===== src/rtl/fifo_wr_arb.sv =====
// ============================================================================
// Module   : fifo_wr_arb
// Brief    : Round-robin burst arbiter sharing one FIFO write port among
//            NUM_REQ valid/ready producers.
// Revision : 1.0 - initial release
// ============================================================================
`default_nettype none

module fifo_wr_arb #(
    parameter int NUM_REQ   = 4,
    parameter int WIDTH     = 8,
    parameter int MAX_BURST = 4
) (
    input  logic                       clk_i,
    input  logic                       srst_i,
    input  logic [NUM_REQ-1:0]         req_valid_i,
    input  logic [NUM_REQ*WIDTH-1:0]   req_data_i,
    output logic [NUM_REQ-1:0]         req_ready_o,
    output logic                       fifo_wr_en_o,
    output logic [WIDTH-1:0]           fifo_data_in_o,
    input  logic                       fifo_full_i,
    output logic [$clog2(NUM_REQ)-1:0] owner_o,
    output logic                       busy_o
);

    localparam int IDX_W = $clog2(NUM_REQ);

    typedef enum logic [0:0] {
        ST_IDLE = 1'b0,
        ST_OWN  = 1'b1
    } state_t;

    state_t           state_q, state_d;
    logic [IDX_W-1:0] rr_ptr_q, rr_ptr_d;
    logic [IDX_W-1:0] owner_q, owner_d;
    logic [3:0]       beat_cnt_q, beat_cnt_d;

    logic [IDX_W-1:0] pick;
    logic             any_valid;
    logic [IDX_W-1:0] gnt_idx;
    logic             gnt_vld;
    logic             xfer;

    function automatic logic [IDX_W-1:0] wrap_inc(input logic [IDX_W-1:0] idx);
        if (int'(idx) == NUM_REQ - 1) begin
            return '0;
        end
        return idx + 1'b1;
    endfunction

    // Scan from the farthest offset down so the nearest valid to rr_ptr wins.
    always_comb begin
        pick      = '0;
        any_valid = |req_valid_i;
        for (int k = NUM_REQ - 1; k >= 0; k--) begin
            int cand;
            cand = int'(rr_ptr_q) + k;
            if (cand >= NUM_REQ) begin
                cand = cand - NUM_REQ;
            end
            if (req_valid_i[cand]) begin
                pick = IDX_W'(cand);
            end
        end
    end

    always_comb begin
        gnt_vld = 1'b0;
        gnt_idx = pick;
        if (state_q == ST_IDLE) begin
            gnt_vld = any_valid;
        end else begin
            gnt_vld = req_valid_i[owner_q];
            gnt_idx = owner_q;
        end
        if (srst_i) begin
            gnt_vld = 1'b0;
        end
    end

    // Full gates the write combinationally so a full FIFO is never written.
    assign xfer = gnt_vld && !fifo_full_i;

    always_comb begin
        req_ready_o          = '0;
        req_ready_o[gnt_idx] = xfer;
    end

    assign fifo_wr_en_o   = xfer;
    assign fifo_data_in_o = gnt_vld ? req_data_i[int'(gnt_idx)*WIDTH +: WIDTH] : '0;
    assign owner_o        = owner_q;
    assign busy_o         = (state_q == ST_OWN) && !srst_i;

    always_comb begin
        state_d    = state_q;
        rr_ptr_d   = rr_ptr_q;
        owner_d    = owner_q;
        beat_cnt_d = beat_cnt_q;
        case (state_q)
            ST_IDLE: begin
                if (any_valid && !fifo_full_i) begin
                    owner_d = pick;
                    if (MAX_BURST == 1) begin
                        rr_ptr_d = wrap_inc(pick);
                    end else begin
                        state_d    = ST_OWN;
                        beat_cnt_d = 4'd1;
                    end
                end
            end
            ST_OWN: begin
                if (req_valid_i[owner_q]) begin
                    if (!fifo_full_i) begin
                        if (beat_cnt_q + 4'd1 == 4'(MAX_BURST)) begin
                            state_d    = ST_IDLE;
                            rr_ptr_d   = wrap_inc(owner_q);
                            beat_cnt_d = 4'd0;
                        end else begin
                            beat_cnt_d = beat_cnt_q + 4'd1;
                        end
                    end
                end else begin
                    // Owner dropped valid: give up the rest of the burst.
                    state_d    = ST_IDLE;
                    rr_ptr_d   = wrap_inc(owner_q);
                    beat_cnt_d = 4'd0;
                end
            end
            default: begin
                state_d = ST_IDLE;
            end
        endcase
    end

    always_ff @(posedge clk_i) begin
        if (srst_i) begin
            state_q    <= ST_IDLE;
            rr_ptr_q   <= '0;
            owner_q    <= '0;
            beat_cnt_q <= 4'd0;
        end else begin
            state_q    <= state_d;
            rr_ptr_q   <= rr_ptr_d;
            owner_q    <= owner_d;
            beat_cnt_q <= beat_cnt_d;
        end
    end

endmodule

`default_nettype wire


===== config.mk =====
export PLATFORM = sky130hd
export DESIGN_NAME = fifo_wr_arb
export DESIGN_NICKNAME = d
export VERILOG_FILES = /design/src/rtl/fifo_wr_arb.sv
export SDC_FILE = /design/constraint.sdc
export NUM_CORES = 1
export LEC_CHECK = 0
export ABC_AREA = 1
export BUFFER_PORTS_ARGS = -buffer_cell sky130_fd_sc_hd__buf_2
export CORE_ASPECT_RATIO = 0.6
export CORE_MARGIN = 2
export CORE_UTILIZATION = 51
export CTS_BUF_LIST = sky130_fd_sc_hd__clkbuf_8
export CTS_CLUSTER_DIAMETER = 200
export DETAILED_ROUTE_END_ITERATION = 7
export PLACE_DENSITY_LB_ADDON = 0.1
export SETUP_SLACK_MARGIN = 0.3
export SLEW_MARGIN = 20
export SYNTH_ARGS = -nofsm -noshare
export SYNTH_HDL_FRONTEND = slang
export SYNTH_SLANG_ARGS = --single-unit

===== constraint.sdc =====
create_clock -name clk_i -period 4.4 [get_ports clk_i]
set_clock_uncertainty 0.05 [all_clocks]
set_input_delay 0.22 -clock clk_i [delete_from_list [all_inputs] [get_ports clk_i]]
set_output_delay 0.22 -clock clk_i [all_outputs]
set_load 0.1 [all_outputs]

==> run_results.csv <==
group,metric,value,unit
status,status,"finished clean",
power,power_frac_comb,65.1,%
clock_tree,clock_latency,230,ps
synth,ys.flop_type,"dfxtp_1",
global_routing,grt_usage,24.2,%
setup_path,end_kind,"primary output",
setup_path,path_cells,"nand2_1 -> nand3_1 -> a21boi_1 -> o21ai_0 -> nand2_1 -> nand2_1 -> nand2_1 -> clkinv_1 -> nor3_2 -> buf_2",
power,ir_worst_vdd,0.233,mV
setup_path,cp_slowest_cell,"dfxtp_1",
power,p_sw,0.332,mW
sta,tightest_slew,547,ps
layout,final_cell_mix,"nand2_1, buf_2, nand3_1",
setup_path,startpoint_type,"flop",
route,routed_wl,3110,µm
route,m1WireLength,1670,µm
route,vias,1471,
layout,nets,296,
sta,drv_slew,0,
setup_path,worst-path-max-fanout,11,
placement,placed_area,1420,µm²
run,drv_cap,0,
clock_tree,cts_sinks,9,
global_routing,grt-ovfl-total,0,
sta,setup_viol,0,
synth,avgSynthCellArea,5.65,µm²
route,highest_layer,"met3",
setup_path,rr_worst_depth,8,
global_routing,grt_max_degree,18,
sta,hold_viol,0,
global_routing,grt_pass1_vias,1020,
clock_tree,clk_path_buf_depth,2,
route,routed-wl-met3,248,µm
hold_path,hp-start,"srst_i",
clock_tree,postCtsSetupBuffers,0,
clock_tree,hold_buffers,0,
synth,synth-edff-count,0,
sta,max_slew_margin,63.4,%
setup_path,r2r_end,"owner_o[0]",
layout,layout_commonest_cell,"nand2_1",
synth,synth_area_leaders,"nand2_1, dfxtp_1, nand3_1, a21oi_1, o21ai_0",
sta,fin_crit_sh,71.3,%
synth,synth_top_area_share,23.8,%
die,die_area,2630,µm²
sta,tns,0,ps
clock_tree,htree_levels,1,
power,seq_power_share,18.3,%
clock_tree,cts_tree,"done",
die,core.rowCount,13,
layout,n_fill_cell,196,
route,first_iter_violations,98,
synth,netlist_instances,201,
synth,yosys_warnings,0,
hold_path,whs_path_depth,2,
layout,ff_latch_area,180,µm²
synth,synth_seq_area_share,15.9,%
sta,layout_min_cycle_time,3140,ps
global_routing,antenna_found_initial,0,
die,io_pins,55,
layout,drive_above_1_share,31.6,%
clock_tree,cts_resized,0,
setup_path,crit_required,4130,ps
synth,synth_seq_cells,9,
placement,gp_congestion,0.887,
die,fp.coreArea,2130,µm²
placement,hpwlAfterDp,2510,µm
layout,design_area,1460,µm²
layout,antenna_cells,0,
setup_path,cpMostUsedCell,"nand2_1",
sta,rsz0062_at_grt,"false",
die,dieHeight,40.5,µm
synth,netlist.top_cell.by_area,"nand2_1",
synth,synthesis.area,1130,µm²
hold_path,hold_path_end,"owner_o[0]",
setup_path,path_class,"flop to primary output",
route,dr.pass1.iters,4,
hold_path,hold_path_class,"primary input to flop",
power,clkPwrFrac,16.7,%
power,p_leak,0.811,nW
setup_path,r2r_setup_slack,2790,ps
clock_tree,cts-root-buf,"clkbuf_8",
layout,areaGrowthSynthToFinish,29.0,%
die,die-width,64.9,µm
route,postRouteAntennaNets,0,
synth,synth_cell_types,30,
placement,port_buffers,54,
route,wl_met2,1190,µm
layout,multiInputGateArea,863,µm²
synth,synthArstFlopShare,0,%
setup_path,critPathArrivalTime,2870,ps
die,start_util,53.3,%
sta,fmax,0.319,GHz
power,switching_share,57.9,%
setup_path,critPathMaxStageDelay,620,ps
clock_tree,cts_buffers,3,
synth,synthesis.nets,243,
route,post_drt_wl_per_cell,11.0,µm
clock_tree,clk_pin_slew,50,ps
power,p_per_area,391,nW/µm²
power,internal_power,0.241,mW
route,route.detailed.drc,0,
global_routing,grt_pass1_wl,4850,µm
setup_path,rr_startpoint,"rr_ptr_q[0]",
route,post_drt_via_cell_ratio,5.20,
-- per-stage QoR --
step	hold slack (ps)	instances	utilization (%)	setup slack, ps	total power [mW]
floorplan	239	201	-	104	0.421
global placement	399	279	66.6	1610	0.476
detailed placement	405	279	66.6	1540	0.477
CTS	157	283	68.7	1270	0.574
global route	170	283	68.7	1030	0.616
finish	173	283	68.7	1260	0.573
-- synth_stat cells (all sizes together), types with 2 or more instances --
cell     n
o21ai   12
nand2   78
buf      4
inv     15
a21oi   16
nand3   37
nor3     4
nor2    10
dfxtp    9
ha       3
clkbuf   2
-- worst max path at each step --
stage	end	slack, ps	start	depth (start not counted)
2_1_floorplan	req_ready_o[0]	100	owner_o[0]	8
3_3_place_gp	req_ready_o[3]	1610	rr_ptr_q[0]	10
3_5_place_dp	req_ready_o[2]	1540	rr_ptr_q[0]	10
4_1_cts	req_ready_o[2]	1270	rr_ptr_q[0]	10
5_1_grt	req_ready_o[2]	1030	rr_ptr_q[0]	10
6_report	req_ready_o[2]	1260	rr_ptr_q[0]	10
-- flip-flops by register name (all words and copies together), names as in the netlist --
register and cells:
rr_ptr_q 2, beat_cnt_q 4, state_q 1, owner_o 2
-- critical path: cells and delay by family, from the launching register on --
kind | cells | cell delay (ps)
buffers and inverters | 2 | 820
AO/OA/AOI/OAI | 2 | 230
AND/OR/NAND/NOR | 6 | 960
flip-flops | 1 | 620
-- cells by family (layout without fill, tap and decap cells) --
group / after synthesis / count (layout) / share of synthesized area [%]
fa+ha+maj: 3 / 3 / 3.31
simple gates: 133 / 133 / 53.3
flops: 9 / 9 / 15.9
xor+xnor: 2 / 2 / 1.54
compound gates: 32 / 32 / 16.0
buf+inv: 22 / 74 / 10.0
-- layer usage --
metal  vias up  GRT usage, %
met2        51          33.0
met1       646          37.5
met5         -             0
li1        774             -
met3         0          5.62
met4         0          3.72
-- layout make-up --
cell class	count	share of cell area [%]
clock buffers	3	2.82
clock inverters	1	0.256
inverters	16	4.62
multi-input cells	170	59.0
flip-flops and latches	9	12.3
well taps	30	2.56
repair buffers	54	18.5
-- power groups by stage --
stage	Sequential, mW	Combinational, mW	Clock [mW]
4_1_cts	0.104	0.372	0.0981
6_report	0.105	0.373	0.0956
3_3_place_gp	0.106	0.370	0
3_5_place_dp	0.106	0.371	0
2_1_floorplan	0.111	0.309	0
5_1_grt	0.106	0.408	0.102
(Power assumes the default switching activity.)
